$ cat src/rtl/mips_pkg.sv
// mips_pkg: shared FSM states, ALU codes and opcode/funct constants for the multicycle controller.
package mips_pkg;

    typedef enum logic [3:0] {
        S_FETCH, S_DECODE, S_MEMADR, S_MEMRD, S_MEMWB, S_MEMWR,
        S_EXECUTE, S_ALUWB, S_BRANCH, S_ADDIEX, S_ADDIWB, S_JUMP
    } state_e;

    typedef enum logic [1:0] {
        AOP_ADD   = 2'b00,
        AOP_SUB   = 2'b01,
        AOP_FUNCT = 2'b10
    } aluop_e;

    localparam logic [2:0] ALU_ADD = 3'b010;
    localparam logic [2:0] ALU_SUB = 3'b110;
    localparam logic [2:0] ALU_AND = 3'b000;
    localparam logic [2:0] ALU_OR  = 3'b001;
    localparam logic [2:0] ALU_SLT = 3'b111;

    localparam logic [5:0] OP_RTYPE = 6'h00;
    localparam logic [5:0] OP_J     = 6'h02;
    localparam logic [5:0] OP_BEQ   = 6'h04;
    localparam logic [5:0] OP_BNE   = 6'h05;
    localparam logic [5:0] OP_ADDI  = 6'h08;
    localparam logic [5:0] OP_LW    = 6'h23;
    localparam logic [5:0] OP_SW    = 6'h2B;

    localparam logic [5:0] FN_ADD = 6'h20;
    localparam logic [5:0] FN_SUB = 6'h22;
    localparam logic [5:0] FN_AND = 6'h24;
    localparam logic [5:0] FN_OR  = 6'h25;
    localparam logic [5:0] FN_SLT = 6'h2A;

    function automatic logic known_op(input logic [5:0] op);
        return op inside {OP_RTYPE, OP_J, OP_BEQ, OP_BNE, OP_ADDI, OP_LW, OP_SW};
    endfunction

endpackage

$ cat src/rtl/mips_aludec.sv
// mips_aludec: ALUOp/funct to ALUControl decode; illegal_o flags an unsupported funct.
module mips_aludec
    import mips_pkg::*;
(
    input  aluop_e     alu_op_i,
    input  logic [5:0] funct_i,
    output logic [2:0] alu_ctrl_o,
    output logic       illegal_o
);

    logic [2:0] fn_ctrl;

    always_comb begin
        fn_ctrl   = ALU_ADD;
        illegal_o = 1'b0;
        case (funct_i)
            FN_ADD:  fn_ctrl = ALU_ADD;
            FN_SUB:  fn_ctrl = ALU_SUB;
            FN_AND:  fn_ctrl = ALU_AND;
            FN_OR:   fn_ctrl = ALU_OR;
            FN_SLT:  fn_ctrl = ALU_SLT;
            default: illegal_o = 1'b1;
        endcase
        alu_ctrl_o = alu_op_i == AOP_FUNCT ? fn_ctrl : alu_op_i == AOP_SUB ? ALU_SUB : ALU_ADD;
    end

endmodule

$ cat src/rtl/mips_multicycle_ctrl.sv
// mips_multicycle_ctrl: multicycle MIPS control FSM with memory wait states and a retired-instruction counter.
module mips_multicycle_ctrl
    import mips_pkg::*;
#(
    parameter int MEM_LAT = 1,
    parameter int CNT_W   = 32
) (
    input  logic             clk,
    input  logic             reset,
    input  logic [5:0]       Op,
    input  logic [5:0]       Funct,
    input  logic             Zero,
    output logic             IorD,
    output logic             MemWrite,
    output logic             IRWrite,
    output logic             RegDst,
    output logic             MemtoReg,
    output logic             RegWrite,
    output logic             ALUSrcA,
    output logic [1:0]       ALUSrcB,
    output logic [1:0]       PCSrc,
    output logic [2:0]       ALUControl,
    output logic             PCEn,
    output logic             Illegal,
    output logic [CNT_W-1:0] Retired
);

    localparam logic [3:0] LAST = 4'(MEM_LAT - 1);

    state_e           state_q, state_d;
    logic [3:0]       wait_q, wait_d;
    logic [CNT_W-1:0] retired_q, retired_d;
    logic             last, retire, fn_bad, op_bad;
    aluop_e           alu_op;
    logic [2:0]       alu_ctrl;

    mips_aludec u_aludec (
        .alu_op_i  (alu_op),
        .funct_i   (Funct),
        .alu_ctrl_o(alu_ctrl),
        .illegal_o (fn_bad)
    );

    assign last      = wait_q == LAST;
    assign op_bad    = !known_op(Op) || (Op == OP_RTYPE && fn_bad);
    assign retire    = state_q inside {S_MEMWB, S_ALUWB, S_BRANCH, S_ADDIWB, S_JUMP} ||
                       (state_q == S_MEMWR && last);
    // Any state change clears the wait counter; only memory states ever linger.
    assign wait_d    = state_d == state_q ? wait_q + 4'd1 : 4'd0;
    assign retired_d = retired_q + CNT_W'(retire);
    assign alu_op    = state_q == S_EXECUTE ? AOP_FUNCT : state_q == S_BRANCH ? AOP_SUB : AOP_ADD;
    assign Retired   = retired_q;

    always_ff @(posedge clk or posedge reset) begin
        if (reset) begin
            state_q   <= S_FETCH;
            wait_q    <= 4'd0;
            retired_q <= '0;
        end else begin
            state_q   <= state_d;
            wait_q    <= wait_d;
            retired_q <= retired_d;
        end
    end

    always_comb begin
        state_d = S_FETCH;
        case (state_q)
            S_FETCH:   state_d = last ? S_DECODE : S_FETCH;
            S_DECODE:  state_d = op_bad ? S_FETCH :
                                 Op inside {OP_LW, OP_SW} ? S_MEMADR :
                                 Op == OP_RTYPE ? S_EXECUTE :
                                 Op inside {OP_BEQ, OP_BNE} ? S_BRANCH :
                                 Op == OP_ADDI ? S_ADDIEX : S_JUMP;
            S_MEMADR:  state_d = Op == OP_LW ? S_MEMRD : S_MEMWR;
            S_MEMRD:   state_d = last ? S_MEMWB : S_MEMRD;
            S_MEMWR:   state_d = last ? S_FETCH : S_MEMWR;
            S_EXECUTE: state_d = S_ALUWB;
            S_ADDIEX:  state_d = S_ADDIWB;
            default:   state_d = S_FETCH;
        endcase
    end

    always_comb begin
        IorD       = 1'b0;
        MemWrite   = 1'b0;
        IRWrite    = 1'b0;
        RegDst     = 1'b0;
        MemtoReg   = 1'b0;
        RegWrite   = 1'b0;
        ALUSrcA    = 1'b0;
        ALUSrcB    = 2'b00;
        PCSrc      = 2'b00;
        ALUControl = 3'b000;
        PCEn       = 1'b0;
        Illegal    = 1'b0;
        case (state_q)
            S_FETCH: begin
                ALUSrcB    = 2'b01;
                ALUControl = alu_ctrl;
                IRWrite    = last && !reset;
                PCEn       = last && !reset;
            end
            S_DECODE: begin
                ALUSrcB    = 2'b11;
                ALUControl = alu_ctrl;
                Illegal    = op_bad;
            end
            S_MEMADR, S_ADDIEX: begin
                ALUSrcA    = 1'b1;
                ALUSrcB    = 2'b10;
                ALUControl = alu_ctrl;
            end
            S_MEMRD: IorD = 1'b1;
            S_MEMWB: begin
                MemtoReg = 1'b1;
                RegWrite = 1'b1;
            end
            S_MEMWR: begin
                IorD     = 1'b1;
                MemWrite = last;
            end
            S_EXECUTE: begin
                ALUSrcA    = 1'b1;
                ALUControl = alu_ctrl;
            end
            S_ALUWB: begin
                RegDst   = 1'b1;
                RegWrite = 1'b1;
            end
            S_BRANCH: begin
                ALUSrcA    = 1'b1;
                ALUControl = alu_ctrl;
                PCSrc      = 2'b01;
                PCEn       = Op == OP_BEQ ? Zero : !Zero;
            end
            S_ADDIWB: RegWrite = 1'b1;
            S_JUMP: begin
                PCSrc = 2'b10;
                PCEn  = 1'b1;
            end
            default: ;
        endcase
    end

endmodule

$ cat config.mk
export PLATFORM = sky130hd
export DESIGN_NAME = mips_multicycle_ctrl
export DESIGN_NICKNAME = d
export VERILOG_FILES = /design/src/rtl/mips_pkg.sv /design/src/rtl/mips_aludec.sv /design/src/rtl/mips_multicycle_ctrl.sv
export SDC_FILE = /design/constraint.sdc
export NUM_CORES = 1
export LEC_CHECK = 0
export CAP_MARGIN = 10
export CORE_MARGIN = 10
export CORE_UTILIZATION = 55
export CTS_BUF_LIST = sky130_fd_sc_hd__clkbuf_8 sky130_fd_sc_hd__clkbuf_16
export CTS_CLUSTER_DIAMETER = 100
export CTS_CLUSTER_SIZE = 8
export DETAILED_ROUTE_END_ITERATION = 12
export DONT_BUFFER_PORTS = 1
export PLACE_DENSITY_LB_ADDON = 0.2
export SLEW_MARGIN = 15
export SYNTH_ARGS = -nofsm -noshare
export SYNTH_HDL_FRONTEND = slang
export SYNTH_SLANG_ARGS = --single-unit
export TNS_END_PERCENT = 10
$ cat constraint.sdc
create_clock -name clk -period 4.7 [get_ports clk]
set_input_delay 0.705 -clock clk [delete_from_list [all_inputs] [get_ports clk]]
set_output_delay 0.705 -clock clk [all_outputs]
set_load 0.005 [all_outputs]
==> results.sh, run 1 <==
export IMPL_syn2layout_area_growth_pct=5.72
export IMPL_syn_area_um2=2520
export IMPL_clock_latency_ns=0.29
export IMPL_power_switching_mw=0.384
export IMPL_htree_levels=2
export IMPL_power_share_sequential=0.412
export IMPL_startpoint_type="register"
export IMPL_clockRootBuffer="clkbuf_8"
export IMPL_synth_seq_area_share=0.398
export IMPL_cp_top_family="simple AND/OR/NAND/NOR gates"
export IMPL_synth_seq_cells=40
export IMPL_cpMostUsedCell="ha_1"
export IMPL_row_count=24
export IMPL_ys_types=52
export IMPL_maxSlewViolCount=0
export IMPL_numCtsBuffers=5
export IMPL_dp_hpwl_um=4100
export IMPL_clk_pin_slew_worst_paths_ns=0.07
export IMPL_wire_per_inst_um=17.1
export IMPL_ir_drop_v=0.000262
export IMPL_yosys_warnings=0
export IMPL_diodes=0
export IMPL_post_cts_buffers=0
export IMPL_dr_pass1_iters=4
export IMPL_vias=1832
export IMPL_dpl_cell_area_um2=2530
export IMPL_antenna_found_initial=0
export IMPL_grt_max_degree=41
export IMPL_min_path_type="input port to async pin"
export IMPL_critical_path_max_stage_delay_ns=0.55
export IMPL_grt_pass1_wl_um=8680
export IMPL_p_total_mw=1.12
export IMPL_grt_use_total=0.140
export IMPL_internal_power_mw=0.734
export IMPL_setup_ws_ns=1.55
export IMPL_slowest_stage="nor4_2"
export IMPL_final_nets=279
export IMPL_synth_area_leaders="dfrtp_1 40%, xnor2_1 7.3%, nor2_1 4.6%"
export IMPL_grt_overflow=0
export IMPL_final_common_cell="dfrtp_1"
export IMPL_wl_um=5350
export IMPL_pwr_share_comb=0.318
export IMPL_initial_core_util=0.574
export IMPL_final_area_um2=2660
export IMPL_min_period_ns=3.15
export IMPL_path_buf_inv=1
export IMPL_first_iter_violations=78
export IMPL_fillers=383
export IMPL_tightest_slew_ns=0.574
export IMPL_startpoint="wait_q[0]"
export IMPL_grt_pass1_vias=1724
export IMPL_hold_viol_final=0
export IMPL_fmax_ghz=0.317
export IMPL_drv_cap=0
export IMPL_ys_flop_type="dfrtp_1"
export IMPL_dpl_worst_slack_ns=1.60
export IMPL_p_per_area_nw_per_um2=420
export IMPL_die_width_um=87.7
export IMPL_slew_headroom=0.617
export IMPL_path_cells="inv_1, ha_1, nor3b_4, a21oi_1, nor2_1, ha_1, ha_1, nand3_1, nor4_2, nand4_1, nor2_1, xor2_1"
export IMPL_endpoint_kind="register"
export IMPL_cts_tree="built"
export IMPL_p_sw_frac=0.343
export IMPL_leakage_nw=1.15
export IMPL_synth_edf_count=0
export IMPL_via_per_inst=5.85
export IMPL_ctsHoldBuffers=0
export IMPL_io_pins=63
export IMPL_yosysTopAreaCell="dfrtp_1"
export IMPL_period_share=0.671
export IMPL_post_cts_resized=0
export IMPL_gp_congestion=0.861
export IMPL_final_antenna_net_count=0
export IMPL_die_area_um2=7680
export IMPL_cp_max_fo=8
export IMPL_core_um2=4380
export IMPL_status="finished clean"
export IMPL_clock_power_share=0.269
export IMPL_port_buffers=0
export IMPL_avgSynthCellArea_um2=9.57
export IMPL_post_route_drc_count=0
export IMPL_async_flop_share=1.00
export IMPL_synth_top_area_share=0.398
export IMPL_crit_type="register to register"
export IMPL_r2r_start="wait_q[0]"
export IMPL_arrival_ns=3.37
export IMPL_die_height_um=87.7
export IMPL_fin_util=0.607
export IMPL_clock_sinks=40
export IMPL_syn_num_nets=282
export IMPL_rsz0062_at_grt="false"
export IMPL_synth_cells=263
export IMPL_required_ns=4.92
export IMPL_mostFrequentLayoutCells="40 x dfrtp_1, 31 x nor2_1, 21 x xnor2_1"
export IMPL_skew_ns=0.00486
export IMPL_rrSetupSlack_ns=1.55
export IMPL_cts_buffer_depth=2
export IMPL_fin_tns_setup_ns=0
export IMPL_drive_above_1_share=0.111
export IMPL_setup_viol=0
==> per-stage QoR <==
stage / instances / hold slack, ns
after CTS: 313 / 0.437
after detailed placement: 305 / 0.507
after floorplan: 263 / 0.465
after global routing: 313 / 0.456
after global placement: 305 / 0.494
final: 313 / 0.419
==> final timing paths <==
check                                   end  depth (start not counted)
min in group clk                Retired[31]                          1
worst min register to register  Retired[31]                          1
max in group asynchronous        state_q[0]                          2
worst max register to register  Retired[26]                         12
worst min-delay path             state_q[2]                          2
worst max-delay path            Retired[26]                         12
==> power groups by stage <==
stage | Combinational, mW | Sequential (mW) | Clock (mW)
6_report | 0.356 | 0.461 | 0.301
4_1_cts | 0.363 | 0.462 | 0.308
2_1_floorplan | 0.360 | 0.410 | 0
3_5_place_dp | 0.362 | 0.469 | 0
5_1_grt | 0.393 | 0.471 | 0.324
3_3_place_gp | 0.358 | 0.467 | 0
==> worst reg2reg max path, cell delays in order (launching register included) <==
cell and delay [ns]:
dfrtp_1 0.41, inv_1 0.07, ha_1 0.15, nor3b_4 0.37, a21oi_1 0.13, nor2_1 0.14, ha_1 0.20, ha_1 0.22
nand3_1 0.19, nor4_2 0.55, nand4_1 0.30, nor2_1 0.19, xor2_1 0.16
==> metal layers <==
layer / GRT usage / wire length (µm) / vias up
met3: 0.0474 / 435 / 5
met5: 0 / 0 / -
met1: 0.165 / 2260 / 848
met4: 0.0522 / 62 / 0
li1: - / - / 929
met2: 0.231 / 2580 / 50
==> final cells by class <==
| type | instances | area, µm² | share of cell area |
|---|---|---|---|
| tap | 52 | 65.1 | 0.0244 |
| multi-input combinational | 205 | 1440 | 0.539 |
| clock buffer | 7 | 96.3 | 0.0362 |
| sequential | 40 | 1000 | 0.376 |
| clock inverter | 1 | 30.0 | 0.0113 |
| timing repair buffer | 1 | 7.51 | 0.00282 |
| inverter | 7 | 26.3 | 0.00987 |
==> state kept, by name, indices dropped and copies added, names as in the netlist <==
signal,count
state_q,4
Retired,32
wait_q,4
==> cells by family (layout without fill, tap and decap cells) <==
family | after synthesis | in the layout | synth area share
compound gates | 30 | 30 | 0.0959
flops | 40 | 40 | 0.398
fa+ha+maj | 4 | 4 | 0.0199
buf+inv | 18 | 16 | 0.0323
mux | 4 | 4 | 0.0174
xor+xnor | 34 | 34 | 0.118
simple gates | 133 | 133 | 0.319
==> cells in the mapped netlist (2+ instances only) <==
| cell type | instances |
|---|---|
| a21oi_2 | 2 |
| or3_1 | 2 |
| o221ai_1 | 2 |
| nand4_1 | 9 |
| buf_2 | 2 |
| dfrtp_1 | 40 |
| a211o_1 | 4 |
| nor3_1 | 11 |
| o21ai_0 | 6 |
| nor4_4 | 2 |
| nor2_1 | 31 |
| ha_1 | 4 |
| nand3_1 | 15 |
| nand2_1 | 19 |
| nor2b_1 | 7 |
| or4_1 | 2 |
| xor2_1 | 13 |
| or2_2 | 3 |
| and3_1 | 5 |
| nor4b_2 | 3 |
| mux2_2 | 2 |
| nand4bb_1 | 2 |
| nand2b_1 | 7 |
| clkbuf_1 | 7 |
| a31oi_1 | 2 |
| nor4_2 | 3 |
| inv_1 | 7 |
| a21oi_1 | 4 |
| nor3b_1 | 2 |
| a22o_4 | 2 |
| and4_1 | 2 |
| xnor2_1 | 21 |
Power figures use the tool's default switching activity.
==> run 2: changes to the inputs <==
- clock period: 4.7 -> 3.3 ns (I/O delays scaled with it)
==> results.sh, run 2 (same netlist as run 1, synthesis figures left out) <==
export IMPL_status="finished clean"
export IMPL_vias=1852
export IMPL_port_buffers=0
export IMPL_die_area_um2=7680
export IMPL_wl_um=5250
export IMPL_dp_hpwl_um=4100
export IMPL_antenna_found_initial=0
export IMPL_final_area_um2=2650
export IMPL_grt_pass1_vias=1733
export IMPL_rsz0062_at_grt="false"
export IMPL_mostFrequentLayoutCells="40 x dfrtp_1, 31 x nor2_1, 21 x xnor2_1"
export IMPL_core_um2=4380
export IMPL_numCtsBuffers=5
export IMPL_post_cts_buffers=0
export IMPL_p_sw_frac=0.367
export IMPL_grt_max_degree=41
export IMPL_setup_viol=0
export IMPL_cts_buffer_depth=2
export IMPL_min_path_type="input port to async pin"
export IMPL_p_per_area_nw_per_um2=562
export IMPL_syn2layout_area_growth_pct=5.12
export IMPL_cpMostUsedCell="ha_1"
export IMPL_htree_levels=2
export IMPL_leakage_nw=1.14
export IMPL_crit_type="register to register"
export IMPL_grt_overflow=0
export IMPL_io_pins=63
export IMPL_hold_viol_final=0
export IMPL_maxSlewViolCount=0
export IMPL_drive_above_1_share=0.121
export IMPL_power_share_sequential=0.410
export IMPL_largest_reg_flops=32
export IMPL_power_switching_mw=0.546
export IMPL_clockRootBuffer="clkbuf_8"
export IMPL_ir_drop_v=0.000250
export IMPL_row_count=24
export IMPL_final_antenna_net_count=0
export IMPL_final_common_cell="dfrtp_1"
export IMPL_tightest_slew_ns=0.518
export IMPL_clock_latency_ns=0.28
export IMPL_final_nets=283
export IMPL_endpoint_kind="register"
export IMPL_cts_tree="built"
export IMPL_initial_core_util=0.574
export IMPL_internal_power_mw=0.941
export IMPL_post_cts_resized=0
export IMPL_period_share=0.882
export IMPL_first_iter_violations=79
export IMPL_grt_use_total=0.138
export IMPL_gp_congestion=0.791
export IMPL_dr_pass1_iters=5
export IMPL_startpoint_type="register"
export IMPL_diodes=0
export IMPL_min_period_ns=2.91
export IMPL_critical_path_max_stage_delay_ns=0.41
export IMPL_fmax_ghz=0.343
export IMPL_fin_tns_setup_ns=0
export IMPL_pwr_share_comb=0.388
export IMPL_slew_headroom=0.652
export IMPL_clock_sinks=40
export IMPL_path_cells="inv_1, ha_1, nor3b_4, a21oi_1, nor2_1, ha_1, ha_1, nand3_1, nor4_2, buf_4, nand4_1, nor2_1, xor2_1"
export IMPL_skew_ns=0.00460
export IMPL_ctsHoldBuffers=0
export IMPL_clk_pin_slew_worst_paths_ns=0.07
export IMPL_drv_cap=0
export IMPL_arrival_ns=3.12
export IMPL_wire_per_inst_um=16.6
export IMPL_via_per_inst=5.86
export IMPL_clock_power_share=0.202
export IMPL_post_route_drc_count=0
export IMPL_dpl_cell_area_um2=2560
export IMPL_cp_max_fo=8
export IMPL_required_ns=3.50
export IMPL_die_width_um=87.7
export IMPL_slowest_stage="dfrtp_1"
export IMPL_die_height_um=87.7
export IMPL_grt_pass1_wl_um=8600
-- run 2: worst max-delay path: cells and delay by family, from the launching register on --
kind | cells | cell delay (ns)
adder cells (fa/ha/maj) | 3 | 0.56
AND/OR/NAND/NOR | 6 | 1.31
buffers and inverters | 2 | 0.25
XOR/XNOR | 1 | 0.18
AO/OA/AOI/OAI | 1 | 0.13
flip-flops | 1 | 0.41
-- run 2: final timing paths --
check	depth (start not counted)	slack [ns]	endpoint	start
worst max-delay path	13	0.39	Retired[30]	wait_q[0]
worst min-delay path	2	0.21	Retired[0]	reset
worst max register to register	13	0.39	Retired[30]	wait_q[0]
worst min register to register	1	0.50	Retired[31]	Retired[31]
max in group asynchronous	2	2.75	Retired[27]	reset
min in group clk	3	0.43	state_q[1]	Op[4]
-- run 2: power by group through the flow --
| stage | combinational [mW] | clock (mW) | sequential [mW] |
|---|---|---|---|
| 6_report | 0.576 | 0.300 | 0.610 |
| 5_1_grt | 0.645 | 0.335 | 0.621 |
| 4_1_cts | 0.585 | 0.310 | 0.612 |
| 3_5_place_dp | 0.582 | 0 | 0.622 |
| 3_3_place_gp | 0.576 | 0 | 0.620 |
| 2_1_floorplan | 0.513 | 0 | 0.584 |
-- run 2: routing by layer --
metal  global-route usage  share of wire  up-vias  wire length [µm]
li1                     -              -      937                 -
met5                    0              0        -                 0
met2                0.229           0.48       55              2520
met4               0.0391         0.0097        0                51
met3               0.0539           0.10        4               531
met1                0.160           0.41      856              2140
-- run 2: final cells by class --
| class | instances | area, µm² |
|---|---|---|
| Tap cell | 52 | 65.1 |
| Inverter | 7 | 26.3 |
| Fill cell | 382 | 1740 |
| Multi-Input combinational cell | 205 | 1440 |
| Sequential cell | 40 | 1000 |
| Clock buffer | 5 | 68.8 |
| Timing Repair Buffer | 5 | 37.5 |
| Clock inverter | 2 | 12.5 |
-- run 2: through the flow --
step           hold slack, ns   util  worst slack, ns  total power, mW  cells
2_1_floorplan           0.465      -            0.594             1.10    263
3_3_place_gp            0.495  0.585            0.556             1.20    309
3_5_place_dp            0.499  0.585            0.400             1.20    309
4_1_cts                 0.231  0.604            0.376             1.51    316
5_1_grt                 0.270  0.604            0.110             1.60    316
6_report                0.211  0.604            0.388             1.49    316
==> run 3: changes to the inputs <==
- CAP_MARGIN: 10 -> 20
- SETUP_SLACK_MARGIN: unset -> 0.4
==> results.sh, run 3 (same netlist as run 1, synthesis figures left out) <==
export IMPL_arrival_ns=2.79
export IMPL_wire_per_inst_um=16.6
export IMPL_final_common_cell="dfrtp_1"
export IMPL_antenna_found_initial=0
export IMPL_port_buffers=0
export IMPL_final_nets=285
export IMPL_grt_use_total=0.138
export IMPL_ctsHoldBuffers=0
export IMPL_ir_drop_v=0.000252
export IMPL_tightest_slew_ns=0.523
export IMPL_clock_sinks=40
export IMPL_final_antenna_net_count=0
export IMPL_min_path_type="input port to async pin"
export IMPL_vias=1845
export IMPL_p_total_mw=1.50
export IMPL_core_um2=4380
export IMPL_rsz0062_at_grt="false"
export IMPL_p_per_area_nw_per_um2=563
export IMPL_top_layer="met4"
export IMPL_cp_max_fo=6
export IMPL_final_area_um2=2670
export IMPL_first_iter_violations=69
export IMPL_die_height_um=87.7
export IMPL_grt_max_degree=41
export IMPL_die_width_um=87.7
export IMPL_mostFrequentLayoutCells="40 x dfrtp_1, 31 x nor2_1, 21 x xnor2_1"
export IMPL_period_share=0.784
export IMPL_m1WireLength_um=2180
export IMPL_instances_no_fill=318
export IMPL_grt_pass1_vias=1742
export IMPL_crit_type="register to register"
export IMPL_via_per_inst=5.80
export IMPL_skew_ns=0.00560
export IMPL_slew_headroom=0.648
export IMPL_r2r_end="Retired[30]"
export IMPL_critical_path_max_stage_delay_ns=0.41
export IMPL_die_area_um2=7680
export IMPL_maxSlewViolCount=0
export IMPL_r2r_start="wait_q[0]"
export IMPL_post_route_drc_count=0
export IMPL_setup_viol=0
export IMPL_reg2reg_depth=13
export IMPL_hold_viol_final=0
export IMPL_diodes=0
export IMPL_status="finished clean"
export IMPL_endpoint_kind="register"
export IMPL_clockRootBuffer="clkbuf_8"
export IMPL_grt_pass1_wl_um=8620
export IMPL_startpoint_type="register"
export IMPL_initial_core_util=0.574
export IMPL_clk_pin_slew_worst_paths_ns=0.07
export IMPL_cts_tree="built"
export IMPL_rrSetupSlack_ns=0.71
export IMPL_dpl_cell_count=309
export IMPL_leakage_nw=1.15
export IMPL_met3_length_um=511
export IMPL_required_ns=3.50
export IMPL_fmax_ghz=0.387
export IMPL_syn2layout_area_growth_pct=5.91
export IMPL_path_cells="inv_1, ha_1, nor3b_4, a21oi_1, nor2_1, ha_2, ha_2, nand3_1, nor4_2, buf_4, nand4_1, nor2_1, xor2_1"
export IMPL_grt_overflow=0
export IMPL_dr_pass1_iters=4
export IMPL_numCtsBuffers=5
export IMPL_dpl_cell_area_um2=2560
export IMPL_drive_above_1_share=0.135
export IMPL_dp_hpwl_um=4100
export IMPL_slowest_stage="dfrtp_1"
export IMPL_clock_latency_ns=0.28
export IMPL_fin_util=0.608
export IMPL_min_period_ns=2.59
export IMPL_wl_um=5280
export IMPL_row_count=24
export IMPL_fin_tns_setup_ns=0
export IMPL_drv_cap=0
export IMPL_gp_congestion=0.791
export IMPL_largest_reg_flops=32
export IMPL_routed_wl_met2_um=2520
export IMPL_cts_buffer_depth=2
export IMPL_io_pins=63
export IMPL_htree_levels=2
==> run 3: cell count changes in the layout (fill, tap and decap cells not counted) <==
cell | before | now
ha_2 | 0 | 2
buf_4 | 5 | 7
ha_1 | 4 | 2
==> run 3: worst max-delay path by stage <==
stage          slack (ns)          end  startpoint  cells past startpoint
6_report             0.71  Retired[30]   wait_q[0]                     13
5_1_grt              0.52  Retired[30]   wait_q[0]                     13
4_1_cts              0.57  Retired[30]   wait_q[0]                     13
3_5_place_dp         0.40  Retired[28]   wait_q[0]                     13
3_3_place_gp         0.56  Retired[26]   wait_q[0]                     13
2_1_floorplan        0.59  Retired[26]  state_q[1]                     13
==> run 3: final cells by class <==
type	count	area (µm²)
fill	377	1720
multi-input combinational	205	1440
sequential	40	1000
clock buffer	5	68.8
tap	52	65.1
timing repair buffer	7	52.6
inverter	7	26.3
clock inverter	2	12.5
==> run 3: power breakdown <==
part | total, mW | switching (mW) | internal (mW)
combinational | 0.590 | 0.320 | 0.270
clock | 0.299 | 0.156 | 0.143
sequential | 0.611 | 0.0734 | 0.538
==> run 3: critical path: cells and delay by family (launching register included) <==
family | cells | cell delay, ns
AND/OR/NAND/NOR | 6 | 1.03
XOR/XNOR | 1 | 0.17
buffers and inverters | 2 | 0.25
AO/OA/AOI/OAI | 1 | 0.10
adder cells (fa/ha/maj) | 3 | 0.56
flip-flops | 1 | 0.41
==> run 3: what timing repair did <==
action | 4_1_cts | 5_1_grt
pin swaps | 0 | 2
resized for setup | 0 | 2
buffers inserted | 1 | 1
setup endpoints to repair | 2 | 3
==> run 3: per-layer routing <==
layer	vias to the layer above	GRT usage
li1	940	-
met1	847	0.160
met2	52	0.229
met3	6	0.0548
met4	0	0.0435
met5	-	0
==> run 3: metrics by stage <==
step	worst slack (ns)	hold slack [ns]
after floorplan	0.594	0.465
after global placement	0.556	0.495
after detailed placement	0.400	0.499
after CTS	0.572	0.231
after global routing	0.515	0.271
final	0.714	0.209
